$ cat config.mk
export PLATFORM = sky130hd
export DESIGN_NAME = pipeline_hazard_ctrl
export DESIGN_NICKNAME = d
export VERILOG_FILES = /design/src/rtl/pipeline_hazard_ctrl.sv
export SDC_FILE = /design/constraint.sdc
export NUM_CORES = 1
export LEC_CHECK = 0
export ABC_AREA = 1
export BUFFER_PORTS_ARGS = -buffer_cell sky130_fd_sc_hd__buf_2
export CAP_MARGIN = 40
export CORE_AREA = 4 4 74 76
export CTS_BUF_LIST = sky130_fd_sc_hd__clkbuf_16
export DETAILED_ROUTE_END_ITERATION = 8
export DIE_AREA = 0 0 78 80
export HOLD_SLACK_MARGIN = 0.15
export PLACE_DENSITY = 0.8
export SYNTH_ARGS = -nofsm -noshare
export SYNTH_HDL_FRONTEND = slang
export SYNTH_SLANG_ARGS = --single-unit
$ cat constraint.sdc
create_clock -name clk -period 3.6 [get_ports clk]
set_input_delay 0.36 -clock clk [delete_from_list [all_inputs] [get_ports clk]]
set_output_delay 0.36 -clock clk [all_outputs]
set_load 0.01 [all_outputs]
$ cat src/rtl/pipeline_hazard_ctrl.sv
// Stall/flush sequencer for the 5-stage pipeline: load-use bubbles, branch squashes,
// multi-cycle data-memory waits with timeout, plus saturating perf counters.
module pipeline_hazard_ctrl #(
  parameter int TIMEOUT = 16,
  parameter int CNT_W   = 16
) (
  input  logic             clk,
  input  logic             rst,
  input  logic [1:0]       dec_ra,
  input  logic [1:0]       dec_rb,
  input  logic             dec_uses_ra,
  input  logic             dec_uses_rb,
  input  logic             ex_mem_read,
  input  logic [1:0]       ex_ra,
  input  logic             br_taken,
  input  logic             dmem_req,
  input  logic             dmem_ack,
  input  logic             cnt_clr,
  output logic             pc_hold,
  output logic             ifid_hold,
  output logic             ifid_flush,
  output logic             id_stall,
  output logic             idex_hold,
  output logic             exmem_hold,
  output logic             mem_err,
  output logic [CNT_W-1:0] stall_cnt,
  output logic [CNT_W-1:0] flush_cnt
);

  localparam int WC_W = $clog2(TIMEOUT + 1);

  typedef enum logic {RUN, MEM_WAIT} state_e;

  state_e            state_q, state_d;
  logic [WC_W-1:0]   wait_cnt_q, wait_cnt_d;
  logic              mem_err_q, mem_err_d;
  logic [CNT_W-1:0]  stall_cnt_q, stall_cnt_d;
  logic [CNT_W-1:0]  flush_cnt_q, flush_cnt_d;
  logic              load_use;
  logic              br_event;
  logic              freeze;

  assign load_use = ex_mem_read &
                    ((dec_uses_ra & (dec_ra == ex_ra)) |
                     (dec_uses_rb & (dec_rb == ex_ra)));

  always_comb begin
    state_d    = state_q;
    wait_cnt_d = wait_cnt_q;
    mem_err_d  = mem_err_q;
    pc_hold    = 1'b0;
    ifid_hold  = 1'b0;
    ifid_flush = 1'b0;
    id_stall   = 1'b0;
    idex_hold  = 1'b0;
    exmem_hold = 1'b0;
    br_event   = 1'b0;
    freeze     = 1'b0;
    if (!rst) begin
      unique case (state_q)
        RUN: begin
          if (dmem_req && !dmem_ack) begin
            freeze     = 1'b1;
            state_d    = MEM_WAIT;
            wait_cnt_d = WC_W'(1);
          end else if (br_taken) begin
            // Squash the wrong-path fetch and decode; a pending load-use is moot.
            ifid_flush = 1'b1;
            id_stall   = 1'b1;
            br_event   = 1'b1;
          end else if (load_use) begin
            pc_hold   = 1'b1;
            ifid_hold = 1'b1;
            id_stall  = 1'b1;
          end
        end
        MEM_WAIT: begin
          // On ack or on the last allowed cycle the holds drop so the pipeline advances now.
          if (dmem_ack) begin
            state_d    = RUN;
            wait_cnt_d = '0;
          end else if (wait_cnt_q == WC_W'(TIMEOUT - 1)) begin
            state_d    = RUN;
            wait_cnt_d = '0;
            mem_err_d  = 1'b1;
          end else begin
            freeze     = 1'b1;
            wait_cnt_d = wait_cnt_q + WC_W'(1);
          end
        end
        default: state_d = RUN;
      endcase
      if (freeze) begin
        pc_hold    = 1'b1;
        ifid_hold  = 1'b1;
        idex_hold  = 1'b1;
        exmem_hold = 1'b1;
      end
    end
  end

  always_comb begin
    stall_cnt_d = stall_cnt_q;
    flush_cnt_d = flush_cnt_q;
    if (cnt_clr) begin
      stall_cnt_d = '0;
      flush_cnt_d = '0;
    end else begin
      if (pc_hold && !(&stall_cnt_q))
        stall_cnt_d = stall_cnt_q + CNT_W'(1);
      if (br_event && !(&flush_cnt_q))
        flush_cnt_d = flush_cnt_q + CNT_W'(1);
    end
  end

  always_ff @(posedge clk) begin
    if (rst) begin
      state_q     <= RUN;
      wait_cnt_q  <= '0;
      mem_err_q   <= 1'b0;
      stall_cnt_q <= '0;
      flush_cnt_q <= '0;
    end else begin
      state_q     <= state_d;
      wait_cnt_q  <= wait_cnt_d;
      mem_err_q   <= mem_err_d;
      stall_cnt_q <= stall_cnt_d;
      flush_cnt_q <= flush_cnt_d;
    end
  end

  assign mem_err   = mem_err_q;
  assign stall_cnt = stall_cnt_q;
  assign flush_cnt = flush_cnt_q;

endmodule
# Word-level counts from Yosys, hierarchy flattened
# Cells that the tools add are included.
[classes]
n_addsub = 3
eq_ne = 4
n_mux = 25
bitwise_logic = 6
n_reduce_logical = 10
[ops]
columns = ["operator", "count"]
rows = [
  ["$add A16 B1 Y16 const B", 2],
  ["$reduce_and A16 Y1", 2],
  ["$mux W1", 20],
  ["$mux W5", 3],
  ["$pmux W5 S2", 1],
  ["$add A5 B1 Y5 const B", 1],
  ["$eq A5 B4 Y1 const B", 1],
  ["$eq A2 B2 Y1", 2],
  ["$and A1 B1 Y1", 3],
  ["$logic_and A1 B1 Y1", 3],
  ["$logic_not A1 Y1", 3],
  ["$reduce_and A3 Y1", 1],
  ["$ne A2 B2 Y1 const B", 1],
  ["$not A1 Y1", 2],
  ["$pmux W1 S2", 1],
  ["$reduce_or A2 Y1", 1],
  ["$or A1 B1 Y1", 1],
]
[word_totals]
register_bits = 39
inputBits = 15
output_inout_bits = 39
word_cells = 53

# Logic depth before layout (Yosys ltp)
[depth]
ltp_word = 11
depth_mapped = 11
depth_no_buf = 10

# Least setup slack after synthesis
# OpenSTA, ideal clock, no wires.
[synth_timing]
path_kind = "register -> output"
start = "register wait_cnt_q[0]"
end = "output port pc_hold"
arrival_ps = 1378
required_ps = 3240
slack_ps = 1862
path_stages_with_launch = 9
n_path_buf = 2
path_cell_list = "dfxtp_1 > ha_1 > nand4_1 > nand2_1 > nand2_1 > nand2_1 > nand2_2 > buf_2 > buf_4"
[synth_between]
elab_chain_len = 7
[synth_rtl]
columns = ["item", "line", "rtl"]
rows = [
  ["from (decl)", "35", "logic [WC_W-1:0] wait_cnt_q, wait_cnt_d;"],
  ["from (signal assigned)", "125", "wait_cnt_q <= wait_cnt_d;"],
  ["$eq A5 B4 Y1", "82", "end else if (wait_cnt_q == WC_W'(TIMEOUT - 1)) begin"],
  ["$mux W1", "82", ""],
  ["$mux W1", "79", "if (dmem_ack) begin"],
  ["$pmux W1 S2", "60", "unique case (state_q)"],
  ["$mux W1", "59", "if (!rst) begin"],
  ["$mux W1 (2 in series)", "--", ""],
  ["to (decl)", "19", "output logic pc_hold,"],
]
# No other way between the ends. The select of a mux whose other input is x is not followed.

# Final worst setup path
[layout_timing]
start = "register wait_cnt_q[0]"
end = "output port ifid_hold"
[layout_between]
elab_chain_len = 7
[layout_rtl]
columns = ["item", "line", "rtl"]
rows = [
  ["$eq A5 B4 Y1", "82", ""],
  ["$mux W1", "82", ""],
  ["$mux W1", "79", ""],
  ["$pmux W1 S2", "60", ""],
  ["$mux W1", "59", ""],
  ["$mux W1", "93", "if (freeze) begin"],
  ["$mux W1", "59", ""],
  ["to (decl)", "20", "output logic ifid_hold,"],
]
# No other way between the ends. The select of a mux whose other input is x is not followed.

==> summary.txt <==
Worst Max-Slew Pin Slew: 0.406 ns
min-delay src: rst
R2R depth: 9
commonest cells in the netlist: nand2_1 (96), dfxtp_1 (39), nand3_1 (37), inv_1 (34), nor2_1 (30)
Max-Cap Viols: 0
IO buf count: 53
status: complete, no violations
drt pass-1 iters: 4
Die W: 78 um
DR iter-0 viols: 106
critical path class: reg2out
final net count: 415
reg2reg setup slack: 1.60 ns
Reg-to-Reg Start: stall_cnt[0]
Post-Syn Nets: 364
cell taking the most area after synthesis: dfxtp_1
core area: 0.00472 sq mm
FILL cells: 442
Mean Syn Cell Area: 6.78 sq um
number of cells after detailed placement: 457
top_reg_cell synth: dfxtp_1
Root Buffer: clkbuf_16
sequential fraction of the synthesis area: 33.3%
total CTS buffers: 5
worst reg2reg endpoint: stall_cnt[0]
EDFF count, synth: 0
gr usage total: 19.1%
Max Buffers Root-to-Sink: 2
DR vias: 2364
Yosys cell types: 30
Layout Cells excl Fill: 465
H-tree levels: 2
initial antenna violation count: 0
antenna cells: 0
GPL Wtd Cong: 0.907
Area growth, synth to finish: 19.3%
WHS Path Cells: 2
die height: 80 um
global-route wire length before repair: 9840 um
Post-synth ARST share: 0%
CTS tree: built
Endpoint, Worst Hold: wait_cnt_q[0]
setup_tns: 0 ns
fin crit share: 60.7%
flops & latches, synth: 39
ratio of cells with drive above 1 in the final layout: 20.4%
clock skew: 0.00340 ns
Post-CTS Resized: 0
critical path launch point type: register
Worst Path Arrival: 1.82 ns
Crit. End Element: output pin
most common cell in the netlist: nand2_1
RSZ-0062 raised after global routing: no
number of global-route vias before repair: 2269
ANT nets after route: 0
top area cells in the synthesized netlist: dfxtp_1 (33%), nand2_1 (15%), nand3_1 (7.9%)
largest net degree at the start of global routing: 23
Yosys warning count: 0
Starting Density: 49.6%
# IOs: 54
die area: 0.00624 sq mm
worst skew pair latency: 0.28 ns
# Post-CTS Setup Buffers: 0
Post-Syn Instances: 346
leak pwr: 1.12 nW
routed length per placed instance: 11.9 um
routed wire length: 5550 um
hold_buf cts: 0
num rows: 25
f_max: 0.458 GHz
synthesized cell area: 0.00234 sq mm
Worst-path clk slew: 0.05 ns
via/cell ratio: 5.08
residual DRC count: 0
Worst Path Max Fanout: 19
slew margin rel.: 72.8%
Worst EP required: 3.24 ns
maximum vdd ir drop: 0.161 mV
Setup violations, final: 0
global route overflow: 0
post-synth top area share: 33.3%
worst hold path class: in2reg
dpl hpwl: 4150 um
Sink Count: 39
final slew viol count: 0
final hold violation count: 0
post-route minimum period: 2.18 ns
pwr/cell area: 327 mW/mm^2
[area by class of cell]
class	instances	area, sq um	share of cell area, %
repair buffers	54	293	10.5
clock inverters	3	11.3	0.403
inverters	36	135	4.83
flip-flops and latches	39	781	27.9
multi-input cells	261	1370	48.9
clock buffers	5	125	4.47
well taps	67	83.8	3.00
[registers in the layout, summed over array words and instances (netlist names)]
name / count
flush_cnt: 16
stall_cnt: 16
wait_cnt_q: 5
mem_err: 1
state_q: 1
[critical path, stage by stage (launching register included)]
cell and delay (ns):
dfxtp_1 0.37, ha_1 0.22, nand4_1 0.16, nand2_1 0.12, nand2_1 0.05, nand2_1 0.11, nand2_2 0.26, buf_2 0.24
[metrics by stage]
stage	cell area, sq um	util, %	total power [mW]	hold slack [ns]	setup WS (ns)
floorplan	2340	-	0.490	0.412	1.86
global placement	2630	55.8	0.507	0.426	1.65
detailed placement	2660	56.3	0.512	0.434	1.66
CTS	2800	59.2	0.925	0.271	1.42
global route	2800	59.2	0.950	0.285	1.30
finish	2800	59.2	0.914	0.272	1.42
[cells by family (layout without fill, tap and decap cells)]
kind of cell / Yosys count / after routing / share of synthesized area [%]
simple gates: 190 / 190 / 36.3
buf+inv: 46 / 98 / 8.32
compound gates: 43 / 43 / 11.2
flops: 39 / 39 / 33.3
xor+xnor: 25 / 25 / 9.34
fa+ha+maj: 3 / 3 / 1.60
[placed cells by master, fill, tap and decap left out]
| cell | synthesis | final |
|---|---|---|
| a211oi_1 | 1 | 1 |
| a21oi_1 | 24 | 24 |
| a21oi_2 | 10 | 10 |
| a31o_2 | 1 | 1 |
| a31oi_1 | 1 | 1 |
| buf_16 | 0 | 1 |
| buf_2 | 3 | 53 |
| clkbuf_16 | 0 | 5 |
| clkinv_1 | 0 | 2 |
| dfxtp_1 | 39 | 39 |
| ha_1 | 3 | 3 |
| inv_1 | 34 | 35 |
| inv_2 | 2 | 2 |
| nand2_1 | 96 | 96 |
| nand2_2 | 3 | 3 |
| nand2_4 | 1 | 1 |
| nand3_1 | 37 | 37 |
| nand3_4 | 1 | 1 |
| nand4_1 | 5 | 5 |
| nor2_1 | 30 | 30 |
| nor2_2 | 1 | 1 |
| nor2_4 | 2 | 2 |
| nor3_1 | 11 | 11 |
| nor3_4 | 1 | 1 |
| nor3b_1 | 1 | 1 |
| o21ai_0 | 5 | 5 |
| o22ai_1 | 1 | 1 |
| or2_0 | 1 | 1 |
| xnor2_1 | 6 | 6 |
| xor2_1 | 19 | 19 |
[worst max path at each step]
stage                  startpoint            end  slack (ns)  cells past startpoint
finish              wait_cnt_q[0]      ifid_hold        1.42                      7
global route        wait_cnt_q[0]        pc_hold        1.30                      7
global placement         dmem_req  flush_cnt[14]        1.65                     10
CTS                 wait_cnt_q[0]      ifid_hold        1.42                      7
detailed placement       dmem_req   flush_cnt[0]        1.66                     10
floorplan           wait_cnt_q[0]        pc_hold        1.86                      8
[power by group]
group          total [mW]  switching [mW]  leakage (nW)  internal (mW)
logic              0.0652          0.0435         0.739         0.0218
registers           0.437         0.00285         0.315          0.435
clock network       0.411           0.162        0.0701          0.249
total               0.914           0.209          1.12          0.705
[routing by layer]
metal,wire length [um],part of all wire (%),global-route usage [%]
met1,2380,43,22.6
met2,2710,49,34.1
met3,401,7.2,4.74
met4,63,1.1,5.77
met5,0,0,0
No activity file was read; power rests on OpenSTA's default activity.
